## src/rtl/vehicle_cmd_pkg.sv

```systemverilog
// Shared types for the vehicle command initiator: response status codes,
// FSM state encoding and the default result width.
package vehicle_cmd_pkg;

  localparam int DEFAULT_DATA_W = 32;

  typedef enum logic [1:0] {
    ST_OK      = 2'b00,
    ST_TIMEOUT = 2'b01,
    ST_BAD_TGT = 2'b10
  } status_e;

  typedef enum logic [1:0] {
    S_IDLE  = 2'd0,
    S_ISSUE = 2'd1,
    S_WAIT  = 2'd2,
    S_RESP  = 2'd3
  } state_e;

endpackage

```

## src/rtl/vehicle_cmd_initiator_timeout_ctr.sv

```systemverilog
// WAIT-phase cycle counter: cleared on issue, counts while enabled and
// saturates at TIMEOUT_CYCLES-1, which is also the expiry threshold.
module cmd_timeout_ctr #(
  parameter int TIMEOUT_CYCLES = 1024
) (
  input  logic clk,
  input  logic rst_n,
  input  logic clear,
  input  logic enable,
  output logic expired
);

  localparam int CW = $clog2(TIMEOUT_CYCLES);
  localparam logic [CW-1:0] LAST = CW'(TIMEOUT_CYCLES - 1);

  logic [CW-1:0] cnt_q;

  always_ff @(posedge clk or negedge rst_n) begin
    if (!rst_n) begin
      cnt_q <= '0;
    end else if (clear) begin
      cnt_q <= '0;
    end else if (enable && (cnt_q != LAST)) begin
      cnt_q <= cnt_q + 1'b1;
    end
  end

  assign expired = (cnt_q == LAST);

endmodule

```

## src/rtl/vehicle_cmd_initiator.sv

```systemverilog
// Initiator for the start/done/result command handshake: one command in flight,
// one-cycle start pulse, timed wait for done, registered response.
//
// Handshakes: a command transfers on a rising edge where cmd_valid && cmd_ready;
// a response transfers on a rising edge where rsp_valid && rsp_ready. While
// rsp_valid is high the response fields do not change.
module vehicle_cmd_initiator
  import vehicle_cmd_pkg::*;
#(
  parameter int N_TARGETS      = 4,
  parameter int DATA_W         = DEFAULT_DATA_W,
  parameter int TIMEOUT_CYCLES = 1024,
  parameter int TGT_W          = 2
) (
  input  logic                        clk,
  input  logic                        rst_n,
  input  logic                        cmd_valid,
  output logic                        cmd_ready,
  input  logic [TGT_W-1:0]            cmd_target,
  output logic                        rsp_valid,
  input  logic                        rsp_ready,
  output logic [TGT_W-1:0]            rsp_target,
  output logic [1:0]                  rsp_status,
  output logic [DATA_W-1:0]           rsp_result,
  output logic [N_TARGETS-1:0]        tgt_start,
  input  logic [N_TARGETS-1:0]        tgt_done,
  input  logic [N_TARGETS*DATA_W-1:0] tgt_result,
  output logic                        busy,
  output state_e                      dbg_state
);

  state_e            state_q, state_d;
  logic [TGT_W-1:0]  idx_q;
  logic              first_wait_q;
  logic [TGT_W-1:0]  rsp_target_q, rsp_target_d;
  status_e           rsp_status_q, rsp_status_d;
  logic [DATA_W-1:0] rsp_result_q, rsp_result_d;
  logic [DATA_W-1:0] sel_result;
  logic              sel_done;
  logic              load_rsp, ctr_clear, ctr_en, expired;
  logic              accept, bad_idx;

  assign accept  = (state_q == S_IDLE) && cmd_valid;
  assign bad_idx = int'(cmd_target) >= N_TARGETS;

  // Only the latched target's done/result are ever looked at.
  always_comb begin
    sel_done   = 1'b0;
    sel_result = '0;
    for (int i = 0; i < N_TARGETS; i++) begin
      if (idx_q == TGT_W'(i)) begin
        sel_done   = tgt_done[i];
        sel_result = tgt_result[i*DATA_W +: DATA_W];
      end
    end
  end

  cmd_timeout_ctr #(
    .TIMEOUT_CYCLES(TIMEOUT_CYCLES)
  ) u_timeout (
    .clk    (clk),
    .rst_n  (rst_n),
    .clear  (ctr_clear),
    .enable (ctr_en),
    .expired(expired)
  );

  always_comb begin
    state_d      = state_q;
    load_rsp     = 1'b0;
    ctr_clear    = 1'b0;
    ctr_en       = 1'b0;
    rsp_target_d = idx_q;
    rsp_status_d = ST_OK;
    rsp_result_d = '0;
    case (state_q)
      S_IDLE: begin
        if (cmd_valid) begin
          if (bad_idx) begin
            state_d      = S_RESP;
            load_rsp     = 1'b1;
            rsp_target_d = cmd_target;
            rsp_status_d = ST_BAD_TGT;
          end else begin
            state_d = S_ISSUE;
          end
        end
      end
      S_ISSUE: begin
        ctr_clear = 1'b1;
        state_d   = S_WAIT;
      end
      S_WAIT: begin
        ctr_en = 1'b1;
        // done is stale on the first WAIT cycle; done beats a coincident timeout
        if (!first_wait_q && sel_done) begin
          state_d      = S_RESP;
          load_rsp     = 1'b1;
          rsp_result_d = sel_result;
        end else if (expired) begin
          state_d      = S_RESP;
          load_rsp     = 1'b1;
          rsp_status_d = ST_TIMEOUT;
        end
      end
      S_RESP: begin
        if (rsp_ready) state_d = S_IDLE;
      end
      default: state_d = S_IDLE;
    endcase
  end

  always_ff @(posedge clk or negedge rst_n) begin
    if (!rst_n) begin
      state_q      <= S_IDLE;
      idx_q        <= '0;
      first_wait_q <= 1'b0;
      rsp_target_q <= '0;
      rsp_status_q <= ST_OK;
      rsp_result_q <= '0;
    end else begin
      state_q      <= state_d;
      first_wait_q <= (state_q == S_ISSUE);
      if (accept) idx_q <= cmd_target;
      if (load_rsp) begin
        rsp_target_q <= rsp_target_d;
        rsp_status_q <= rsp_status_d;
        rsp_result_q <= rsp_result_d;
      end
    end
  end

  assign cmd_ready  = (state_q == S_IDLE);
  assign busy       = (state_q != S_IDLE);
  assign rsp_valid  = (state_q == S_RESP);
  assign tgt_start  = (state_q == S_ISSUE) ? (N_TARGETS'(1) << idx_q) : '0;
  assign rsp_target = rsp_target_q;
  assign rsp_status = rsp_status_q;
  assign rsp_result = rsp_result_q;
  assign dbg_state  = state_q;

endmodule

```

## config.mk

```make
export PLATFORM = sky130hd
export DESIGN_NAME = vehicle_cmd_initiator
export DESIGN_NICKNAME = d
export VERILOG_FILES = /design/src/rtl/vehicle_cmd_pkg.sv /design/src/rtl/vehicle_cmd_initiator_timeout_ctr.sv /design/src/rtl/vehicle_cmd_initiator.sv
export SDC_FILE = /design/constraint.sdc
export NUM_CORES = 1
export LEC_CHECK = 0
export ABC_CLOCK_PERIOD_IN_PS = 2300
export CAP_MARGIN = 20
export CORE_UTILIZATION = 38
export CTS_CLUSTER_SIZE = 40
export DETAILED_ROUTE_END_ITERATION = 6
export PLACE_DENSITY = 0.85
export RECOVER_POWER = 100
export SYNTH_ARGS = -nofsm -noshare
export SYNTH_HDL_FRONTEND = slang
export SYNTH_HIERARCHICAL = 1
export SYNTH_SLANG_ARGS = --single-unit
export TNS_END_PERCENT = 10
```

## constraint.sdc

```tcl
create_clock -name clk -period 2.3 [get_ports clk]
set_input_delay 0.575 -clock clk [delete_from_list [all_inputs] [get_ports clk]]
set_output_delay 0.575 -clock clk [all_outputs]
set_load 0.02 [all_outputs]
```

# Word level (Yosys, flattened, before mapping)
# Index checks and enable logic that the tools add are counted.
# word_totals
inputBits,138
rom_bits,0
ff_bits,51
latch_bits,0
memories,0
elab_cells,55
mem_bits_rw,0
output_inout_bits,45
# op_classes
div,0
order_cmp,0
reduce_logical,9
n_mux,26
n_mul,0
n_shift,1
eq_ne,11
bitwise_logic,0
addsub,1
# ops
op,n
32-bit two-way mux,6
10-bit two-way mux,2
1-bit two-way mux,12
10-bit by 1-bit adder with 10-bit output (second input constant),1
10-bit == test (second input constant),1
10-bit != test (second input constant),1
2-bit == test (second input constant),4
2-bit two-way mux,4
2-bit one-hot mux with 4 select lines,1
2-bit by 1-bit == test with 1-bit output (second input constant),2
2-bit zero test,2
4-bit two-way mux,1
2-bit nonzero test,2
1-bit by 2-bit << shifter with 4-bit output (first input constant),1
1-bit logical AND,3
3-bit != test (second input constant),1
3-bit AND reduction,1
2-bit by 1-bit != test with 1-bit output (second input constant),1
2-bit != test (second input constant),1
1-bit zero test,1

# Logic depth before layout (Yosys ltp)
# Gate-level depths: netlist of run 1.
# logic_depth
depth_word,8
depth_mapped,8
ltp_nobuf,6

# Hierarchy
# The synthesis of run 1 kept the hierarchy.
# by_module_without_submodules
mod,area_each_um2,cells_per_inst,instances,seq_area_each_um2
vehicle_cmd_initiator,2462.4,167,1,1001.0
cmd_timeout_ctr,540.5,57,1,250.2

# Worst setup path after synthesis of run 1
# Ideal clock, no wire load.
# synth_path
path_type,reg-to-reg
start,"register state_q[0], in the netlist dbg_state[0]"
end,"register rsp_result_q[10], in the netlist rsp_result[10]"
period_less_slack_ps,2154
path_slack_ps,146
path_buffers,2
stages_incl_launch_ff,8
setup_time_ps,121
t_arrival_ps,2033
required_ps,2179
path_cell_list,dfrtp_1 inv_1 ha_1 or3b_1 o221a_1 buf_6 buf_6 a22o_1
# synth_via
elab_chain_len,2
elab_cells_between_ends,3
cone_classes,eq/ne: 1; mux: 2
# synth_rtl
item,line_no,rtl
"start, declared",vehicle_cmd_initiator.sv:32,"state_e state_q, state_d;"
"start signal, assigned",vehicle_cmd_initiator.sv:122,state_q <= state_d;
2-bit == test (*),vehicle_cmd_initiator.sv:76,case (state_q)
32-bit two-way mux / 1-bit two-way mux (equally long branches),-,
"end signal, assigned",vehicle_cmd_initiator.sv:128,rsp_result_q <= rsp_result_d;
"end, declared",vehicle_cmd_initiator.sv:37,"logic [DATA_W-1:0] rsp_result_q, rsp_result_d;"
# Mark *: on every way between the ends. The rest lies on a longest branch, timed or not.
# A chain may end at the register's enable or synchronous reset.

# Final worst setup path of run 1
# layout_path
start,"register state_q[1], in the netlist dbg_state[1]"
end,output port rsp_valid
# layout_via
elab_chain_len,1
# layout_rtl
item,line_no,rtl
2-bit == test,vehicle_cmd_initiator.sv:135,assign rsp_valid = (state_q == S_RESP);
"end, declared",vehicle_cmd_initiator.sv:20,"output logic rsp_valid,"
# No other way between the ends.

==> out/qor_table.md, run 1 <==
| Step | Metric | Reported |
|:---|:---|:---|
| run status | Result of the run | finished, final reports clean |
| clocking | Hold-fix buffers at CTS | 0 |
| drt | Routed Wire Length | 9.214 mm |
| drt | Antenna-violating nets left | 0 |
| power and ir drop | P_int | 3.252 mW |
| sta | Layout Skew | 0.01135 ns |
| grt | Via count of the first global-routing pass | 2846 |
| clocking | Clock network latency to the later pin of the worst-skew pair | 0.30 ns |
| synth | Fraction of the mapped netlist area in adder cells | 2.083% |
| hold path | Hold WC Path Type | reg2reg |
| die | Width of the die | 90.90 um |
| synth | Flop and latch count out of synthesis | 50 |
| drt | Routed length per placed instance | 18.10 um |
| power and ir drop | Share of power burned in the clock network | 10.0% |
| synth | Area fraction in compound gates after synthesis | 14.83% |
| placement | Post-DP HPWL | 7.229 mm |
| sta | Accumulated negative setup slack | 0 ns |
| run | Max Cap Viol | 0 |
| die | Count of standard-cell rows | 32 |
| grt | Antenna violations before repair | 0 |
| grt | Wire length of the first global-routing pass | 14.64 mm |
| power and ir drop | Net switching power of the design | 2.139 mW |
| clocking | Number of sinks handled by clock tree synthesis | 50 |
| power and ir drop | Share of power burned in combinational logic | 62.0% |
| power and ir drop | VDD IR max | 730.7 uV |
| power and ir drop | Power per cell area | 1079 mW/mm^2 |
| clocking | Reg clk slew, reported paths | 0.09 ns |
| worst setup path | Maximum fanout along the worst path | 4 |
| power and ir drop | Standby leakage power | 2.031 nW |
| grt | Largest net degree at the start of global routing | 34 |
| synth | Seq/Total Area, Yosys | 41.67% |
| synth | Number of distinct library cells after synthesis | 43 |
| cells and area | Number of antenna diodes | 0 |
| synth | Count of synthesis-stage warnings from yosys | 6 |
| worst setup path | Worst setup path category | reg2out |
| clocking | Number of H-tree levels | 2 |
| drt | Number of vias in the routed layout | 2756 |
| grt | Overall global routing resource usage | 22.53% |
| power and ir drop | Switching Share | 39.68% |
| cells and area | Post-layout net count | 549 |
| cells and area | Most frequent cells in the layout | sky130_fd_sc_hd__clkdlybuf4s50_1 (137), sky130_fd_sc_hd__dfrtp_1 (48), sky130_fd_sc_hd__dlygate4sd3_1 (37) |
| sta | Tmin final | 2.133 ns |
| clocking | Clock buffer count from CTS | 5 |
| sta | Setup violations, final | 0 |
| drt | Vias per cell | 5.415 |
| power and ir drop | Register share of total power | 28.0% |
| sta | Highest clock rate | 0.4688 GHz |
| synth | Dominant combinational cell family by area after synthesis | multiplexers |
| sta | Worst relative slew slack | 12.94% |
| synth | Mux share of post-synthesis cell area | 27.58% |
| clocking | Total of cells resized after clock tree synthesis | 6 |
| die | Die ar. | 0.008262 mm^2 |
| worst setup path | Capturing point of the worst reg2reg path | rsp_result[0] |
| die | DIE HEIGHT | 90.90 um |
| clocking | Root cell of the clock tree | sky130_fd_sc_hd__clkbuf_8 |
| synth | Xor/xnor share of the synthesized area | 0.5833% |
| placement | Global placement routability congestion | 0.7849 |
| clocking | Maximum number of buffers from clock root to sink | 2 |
| cells and area | Fraction of layout instances using a drive strength above 1 | 14.00% |
| die | Number of placed I/O pins | 183 |
| worst setup path | Critical Path End Type | output port |
| worst setup path | Worst setup path endpoint | rsp_valid |
| synth | Share of synthesized cell area in and, or, nand and nor gates | 8.542% |
| drt | DRC violations left | 0 |
| worst setup path | Critical path launch point | dbg_state[1] |
| cells and area | Relative area change from synthesis to final layout | 66.33% |
| clocking | TritonCTS clock tree | done |
| sta | Actual transition at the worst max-transition pin | 1.306 ns |
| synth | Netlist area before placement | 0.003003 mm^2 |
| synth | Mean Syn Cell Area | 13.41 um^2 |
| worst setup path | Sort of element at the start of the critical path | register |
| worst setup path | WP data required | 1.73 ns |
| sta | Max Transition Viols Final | 0 |
| grt | Sum of overflow across all layers after global routing | 0 |
| cells and area | Utilization after layout | 64.97% |
| worst setup path | Worst Reg-to-Reg Cells | 6 |
| die | Initial cell density of the core | 39.06% |
| drt | DRC marker count from the first detailed-route iteration | 74 |
| worst setup path | Setup slack of the worst register-to-register path | 0.19 ns |
| worst setup path | Arrival time at the worst endpoint | 1.56 ns |
| sta | Final period util | 92.75% |
| synth | Mapped Cells | 224 |
| clocking | Number of buffers inserted by post-CTS setup repair | 0 |
| synth | Post-synth net total | 367 |
| sta | RSZ-0062 raised after global routing | false |
| worst setup path | Startpoint of the most critical register-to-register path | dbg_state[0] |
| sta | Final hold violation count | 0 |
| cells and area | Commonest non-fill, non-tap cell in the layout | sky130_fd_sc_hd__clkdlybuf4s50_1 |
| placement | Port Buffers | 181 |
| drt | TritonRoute pass-1 iters | 6 |
| die | Core ar. | 0.007687 mm^2 |
[worst max-delay path, cell delays in order (launching register included)]
cell	delay (ns)
sky130_fd_sc_hd__dfrtp_1	0.38
sky130_fd_sc_hd__buf_4	0.15
sky130_fd_sc_hd__ha_1	0.19
sky130_fd_sc_hd__clkdlybuf4s50_1	0.54
[stage by stage]
step / setup slack [ns] / cell area, um^2 / std cells / hold slack (ns) / power, mW
5_1_grt: 0.01127 / 4995 / 509 / 0.5225 / 5.737
3_5_place_dp: 0.1118 / 4960 / 501 / 0.4885 / 5.105
2_1_floorplan: 0.1462 / 3003 / 224 / 0.2794 / 3.682
6_report: 0.1668 / 4995 / 509 / 0.4943 / 5.391
4_1_cts: 0.1484 / 5047 / 509 / 0.2651 / 5.624
3_3_place_gp: 0.1287 / 4960 / 501 / 0.4751 / 5.011
[synthesized netlist by cell type]
cell type	n	share of area (%)
sky130_fd_sc_hd__dfrtp_1	50	42
sky130_fd_sc_hd__a22o_1	32	9.3
sky130_fd_sc_hd__mux4_2	32	24
sky130_fd_sc_hd__buf_2	8	1.3
sky130_fd_sc_hd__nand2_1	8	1.0
sky130_fd_sc_hd__nor2_1	7	0.88
sky130_fd_sc_hd__a21oi_1	6	1.0
sky130_fd_sc_hd__inv_1	6	0.75
sky130_fd_sc_hd__clkbuf_1	5	0.63
sky130_fd_sc_hd__ha_1	5	2.1
sky130_fd_sc_hd__nand3_1	5	0.83
sky130_fd_sc_hd__buf_6	4	1.5
sky130_fd_sc_hd__mux2_1	4	1.5
sky130_fd_sc_hd__mux2i_1	4	1.3
sky130_fd_sc_hd__nand2b_1	4	0.83
sky130_fd_sc_hd__nor2b_1	3	0.63
sky130_fd_sc_hd__nor3_1	3	0.50
sky130_fd_sc_hd__o21ai_0	3	0.50
sky130_fd_sc_hd__or4_1	3	0.75
sky130_fd_sc_hd__a221oi_1	2	0.58
sky130_fd_sc_hd__and3_1	2	0.42
sky130_fd_sc_hd__mux2_2	2	0.75
sky130_fd_sc_hd__nand3b_1	2	0.50
sky130_fd_sc_hd__nand4_1	2	0.42
sky130_fd_sc_hd__nor3b_1	2	0.50
sky130_fd_sc_hd__or3b_1	2	0.58
sky130_fd_sc_hd__xor2_1	2	0.58
sky130_fd_sc_hd__a211oi_1	1	0.25
sky130_fd_sc_hd__a21o_1	1	0.25
sky130_fd_sc_hd__a221o_1	1	0.33
sky130_fd_sc_hd__and3b_1	1	0.29
sky130_fd_sc_hd__buf_1	1	0.12
sky130_fd_sc_hd__buf_4	1	0.25
sky130_fd_sc_hd__conb_1	1	0.12
sky130_fd_sc_hd__nor4_1	1	0.21
sky130_fd_sc_hd__o211ai_1	1	0.25
sky130_fd_sc_hd__o221a_1	1	0.37
sky130_fd_sc_hd__o22ai_2	1	0.42
sky130_fd_sc_hd__o311ai_0	1	0.29
sky130_fd_sc_hd__o31ai_1	1	0.25
sky130_fd_sc_hd__o31ai_4	1	0.71
sky130_fd_sc_hd__o41ai_1	1	0.29
sky130_fd_sc_hd__or3_1	1	0.21
[final cells by class]
type	count	area, um^2
fill	594	2693
timing repair buffer	194	1891
multi-input combinational	149	1605
clock buffer	6	82.58
clock inverter	2	12.51
tap	102	127.6
inverter	6	22.52
sequential	50	1254
[power by group through the flow]
stage / Sequential [mW] / Clock (mW) / Combinational (mW)
6_report: 1.51 / 0.537 / 3.34
5_1_grt: 1.56 / 0.595 / 3.58
4_1_cts: 1.52 / 0.551 / 3.55
3_5_place_dp: 1.54 / 0 / 3.56
3_3_place_gp: 1.52 / 0 / 3.49
2_1_floorplan: 1.83 / 0 / 1.85
[per-layer routing]
| metal | GRT usage (%) | share of wire [%] | vias up | routed length (um) |
|---|---|---|---|---|
| li1 | - | - | 1262 | - |
| met1 | 27.13 | 40 | 1363 | 3651 |
| met2 | 40.40 | 52 | 119 | 4781 |
| met3 | 5.724 | 6.9 | 12 | 632 |
| met4 | 5.159 | 1.6 | 0 | 148 |
| met5 | 0 | 0 | - | 0 |
[worst min path at each step]
stage | start | endpoint | slack [ns] | cells past startpoint
2_1_floorplan | rst_n | dbg_state[0] | 0.28 | 0
3_3_place_gp | rsp_target[0] | rsp_target[0] | 0.48 | 1
3_5_place_dp | rsp_target[0] | rsp_target[0] | 0.49 | 1
4_1_cts | rst_n | idx_q[1] | 0.27 | 1
5_1_grt | rsp_result[10] | rsp_result[10] | 0.52 | 1
6_report | rsp_target[0] | rsp_target[0] | 0.49 | 1
[flip-flops by register name, indices dropped and copies added (netlist names)]
signal           flops
u_timeout/cnt_q     10
rsp_status           1
idx_q                2
first_wait_q         1
rsp_result          32
rsp_target           2
dbg_state            2
[cell families after synthesis]
logic type,count (synthesis)
AOI/OAI and AO/OA,53
DFF,50
xor gates and xnor gates,2
and+or+nand+nor,46
buffers and inverters,25
muxes,42
adders and majority gates,5
other,1
(Power assumes the default switching activity.)
==> inputs of run 2 (changes only) <==
- CORE_UTILIZATION: 38 -> 37
- PLACE_DENSITY: 0.85 -> 0.84
- SLEW_MARGIN: unset -> 10
- SYNTH_HIERARCHICAL: 1 -> unset
==> run 2 against run 1 <==
Effect of this change:
- hold slack gained 0.0052 ns
- design area shrank 1.9%
- register-to-register slack gained 0.08 ns
- critical path depth grew 3
- routed wire length shrank 4.2%
- core utilization grew 1.2 points
- sequential share of layout area grew 0.46 points
- global-route usage shrank 0.67 points
- highest routed layer unchanged
==> out/qor_table.md, run 2 <==
| Step | Metric | Reported | Delta |
|:---|:---|:---|:---|
| grt | Overall global routing resource usage | 21.86% | -0.67 points |
| cells and area | Post-Layout Cell Count | 492 | -3.3% |
| run status | Result of the run | finished, final reports clean |  |
| cells and area | Relative area change from synthesis to final layout | 69.05% |  |
| placement | Global placement routability congestion | 0.8080 | +2.9% |
| cells and area | Fraction of layout instances using a drive strength above 1 | 14.50% | +0.50 points |
| placement | Post-DP HPWL | 7.200 mm | -0.41% |
| power and ir drop | Post-layout power | 5.184 mW | -3.8% |
| die | Core ar. | 0.007408 mm^2 | -3.6% |
| clocking | Clock network latency to the later pin of the worst-skew pair | 0.30 ns | about the same |
| run | Max Cap Viol | 0 | unchanged |
| sta | RSZ-0062 raised after global routing | false |  |
| hold path | Hold WC Path Type | reg2reg |  |
| synth | Netlist area before placement | 0.002899 mm^2 | -3.5% |
| drt | Antenna-violating nets left | 0 | unchanged |
| clocking | Number of H-tree levels | 2 | unchanged |
| clocking | Hold-fix buffers at CTS | 0 | unchanged |
| die | Initial cell density of the core | 39.13% | +0.069 points |
| worst setup path | Cells along the critical path | clkdlybuf4s50_1 -> mux4_2 -> nor2b_1 -> o21ai_4 -> clkbuf_2 -> a22o_1 |  |
| clocking | Number of sinks handled by clock tree synthesis | 50 | unchanged |
| hold path | Startpoint of the most critical hold path | rsp_result[6] |  |
| sta | Final-layout worst hold slack | 0.4995 ns | +0.005204 ns |
| drt | DRC violations left | 0 | unchanged |
| cells and area | Largest register FFs | 32 | unchanged |
| sta | Max Transition Viols Final | 0 | unchanged |
| drt | DRC marker count from the first detailed-route iteration | 54 | -27% |
| cells and area | Number of antenna diodes | 0 | unchanged |
| clocking | Number of buffers inserted by post-CTS setup repair | 0 | unchanged |
| drt | Routed Wire Length | 8.823 mm | -4.2% |
| worst setup path | WP data required | 2.54 ns | +0.81 ns |
| power and ir drop | Standby leakage power | 2.000 nW | -1.5% |
| cells and area | Most frequent cells in the layout | sky130_fd_sc_hd__clkdlybuf4s50_1 (136), sky130_fd_sc_hd__dfrtp_1 (49), sky130_fd_sc_hd__dlygate4sd3_1 (38) |  |
| sta | Actual transition at the worst max-transition pin | 1.393 ns | +0.08706 ns |
| power and ir drop | Register share of total power | 28.7% | +0.7 points |
| clocking | Total of cells resized after clock tree synthesis | 7 | +1 |
| power and ir drop | Power per cell area | 1058 mW/mm^2 | -2.0% |
| synth | Post-synth net total | 351 | -4.4% |
| power and ir drop | Share of power burned in combinational logic | 62.1% | about the same |
| cells and area | Combined area of the multi-input logic cells | 0.001525 mm^2 | -5.0% |
| cells and area | Commonest non-fill, non-tap cell in the layout | sky130_fd_sc_hd__clkdlybuf4s50_1 |  |
| worst setup path | Slowest CP cell | sky130_fd_sc_hd__mux4_2 |  |
| sta | Tmin final | 2.190 ns | +0.05682 ns |
| worst setup path | Sort of element at the start of the critical path | input port |  |
| synth | Seq/Total Area, Yosys | 43.16% | +1.5 points |
| drt | TritonRoute pass-1 iters | 4 | -2 |
| synth | Mapped Cells | 208 | -7.1% |
| synth | Mean Syn Cell Area | 13.94 um^2 | +4.0% |
| worst setup path | Arrival time at the worst endpoint | 2.43 ns | +0.87 ns |
| die | DIE HEIGHT | 90.52 um | -0.42% |
| power and ir drop | Net switching power of the design | 2.029 mW | -5.1% |
| placement | Placed Cells incl. Taps | 485 | -3.2% |
| worst setup path | CP delay by family, top | buffers and inverters |  |
| worst setup path | Critical Path End Type | register |  |
| clocking | Root cell of the clock tree | sky130_fd_sc_hd__clkbuf_8 |  |
| grt | Sum of overflow across all layers after global routing | 0 | unchanged |
| power and ir drop | Switching Share | 39.15% | -0.53 points |
| drt | Vias per cell | 5.441 | +0.49% |
| sta | Worst relative slew slack | 7.131% | -5.8 points |
| drt | Number of vias in the routed layout | 2677 | -2.9% |
| synth | List of most frequent post-synthesis cells | sky130_fd_sc_hd__dfrtp_1 (50), sky130_fd_sc_hd__mux4_2 (33), sky130_fd_sc_hd__a22o_1 (32) |  |
| grt | Wire length of the first global-routing pass | 14.04 mm | -4.1% |
| sta | Accumulated negative setup slack | 0 ns | unchanged |
| grt | Via count of the first global-routing pass | 2845 | -0.035% |
| sta | Highest clock rate | 0.4566 GHz | -2.6% |
| power and ir drop | VDD IR max | 507.2 uV | -31% |
| worst setup path | Slowest stage delay, CP | 0.48 ns | -0.06 ns |
| synth | Flop and latch count out of synthesis | 50 | unchanged |
| worst setup path | Maximum fanout along the worst path | 19 | +15 |
| placement | Port Buffers | 181 | unchanged |
| die | Number of placed I/O pins | 183 | unchanged |
| die | Die ar. | 0.008193 mm^2 | -0.83% |
| sta | Setup violations, final | 0 | unchanged |
| synth | Most frequent cell after synthesis | sky130_fd_sc_hd__dfrtp_1 |  |
| synth | Cell taking the most area after synthesis | sky130_fd_sc_hd__dfrtp_1 |  |
| die | Width of the die | 90.52 um | -0.42% |
| synth | Area share of the largest cell type after synthesis | 43.16% | +1.5 points |
| grt | Antenna violations before repair | 0 | unchanged |
| worst setup path | Worst path bufs/invs | 2 | unchanged |
| worst setup path | Critical path launch point | tgt_done[3] |  |
| cells and area | Area occupied by registers | 0.001252 mm^2 | about the same |
| clocking | TritonCTS clock tree | done |  |
| cells and area | Post-layout net count | 536 | -2.4% |
| drt | Routed length per placed instance | 17.93 um | -0.93% |
| worst setup path | Worst setup path category | in2reg |  |
| synth | Primary FF master, synth | sky130_fd_sc_hd__dfrtp_1 |  |
| synth | Number of enable flip-flop cells after synthesis | 0 | unchanged |
| sta | Final period util | 95.22% | +2.5 points |
| synth | Count of synthesis-stage warnings from yosys | 0 | -6 |
| synth | Top post-synthesis cells by area | sky130_fd_sc_hd__dfrtp_1 (43%), sky130_fd_sc_hd__mux4_2 (26%), sky130_fd_sc_hd__a22o_1 (9.7%) |  |
| power and ir drop | P_int | 3.154 mW | -3.0% |
| sta | Final hold violation count | 0 | unchanged |
| grt | Largest net degree at the start of global routing | 34 | unchanged |
| cells and area | Fill cell count | 573 | -3.5% |
| worst setup path | Startpoint of the most critical register-to-register path | u_timeout.cnt_q[0] |  |
| sta | Layout Skew | 0.009310 ns | -0.002041 ns |
| die | Count of standard-cell rows | 31 | -3.1% |
| clocking | Reg clk slew, reported paths | 0.08 ns | about the same |
| clocking | Maximum number of buffers from clock root to sink | 2 | unchanged |
| power and ir drop | Share of power burned in the clock network | 9.2% | -0.8 points |
| clocking | Clock buffer count from CTS | 5 | unchanged |
| synth | Number of distinct library cells after synthesis | 41 | -4.7% |
| synth | Post-synth ARST share | 100.0% | unchanged |
-- run 2: changes by cell type after synthesis, sizes merged, moves of 2 or more --
| cell | change |
|---|---|
| mux2i | -4 |
| a31oi | +2 |
| xor2 | -2 |
| xnor2 | +5 |
| or3b | -2 |
| nand2b | -3 |
| and4 | +2 |
| buf | -4 |
| clkbuf | +2 |
| nand3 | -3 |
-- run 2: layer usage --
metal	vias to the layer above	GRT usage [%]	wire [um]
li1	1206	-	-
met1	1332	25.72	3341
met2	129	38.64	4682
met3	10	5.976	648
met4	0	6.720	150
met5	-	0	0
-- run 2: through the flow --
| step | cell area (um^2) | utilization [%] | setup WS (ns) |
|---|---|---|---|
| after global placement | 4865 | 65.66 | -0.02152 |
| after detailed placement | 4865 | 65.66 | -0.06982 |
| final | 4901 | 66.15 | 0.1100 |
| after global routing | 4901 | 66.15 | 0.009666 |
| after CTS | 4936 | 66.63 | 0.1125 |
| after floorplan | 2899 | - | 0.3085 |
-- run 2: cells by family after synthesis --
logic type / after synthesis / share of synthesized area [%]
xor gates and xnor gates: 5 / 1.511
muxes: 38 / 27.58
adders and majority gates: 5 / 2.158
and+or+nand+nor: 36 / 6.820
AOI/OAI and AO/OA: 50 / 14.46
buffers and inverters: 23 / 4.186
DFF: 50 / 43.16
other: 1 / 0.1294
-- run 2: worst paths after layout --
path	end	slack, ns	depth (start not counted)
setup / recovery	rsp_result[27]	0.11	6
hold / removal	rsp_result[6]	0.50	1
setup reg to reg	dbg_state[1]	0.27	5
hold reg to reg	rsp_result[6]	0.50	1
max in group asynchronous	rsp_result[0]	0.40	2
min in group asynchronous	u_timeout.cnt_q[0]	0.58	1
-- run 2: power groups by stage --
stage	Sequential, mW	Combinational [mW]	Clock [mW]
finish	1.49	3.22	0.477
global placement	1.51	3.34	0
CTS	1.50	3.41	0.490
detailed placement	1.51	3.43	0
floorplan	1.80	1.74	0
global route	1.54	3.43	0.521
-- run 2: layout make-up --
| type | count | share of cell area (%) |
|---|---|---|
| clock buffers | 7 | 1.557 |
| inverters | 6 | 0.4595 |
| multi-input cells | 135 | 31.12 |
| flip-flops and latches | 50 | 25.56 |
| well taps | 99 | 2.527 |
| repair buffers | 195 | 38.78 |
==> inputs of run 3 (changes only) <==
- CAP_MARGIN: 20 -> unset
- HOLD_SLACK_MARGIN: unset -> 0.08
==> results of run 3 <==
No change in the layout: final DEF, timing and power equal those of run 2.
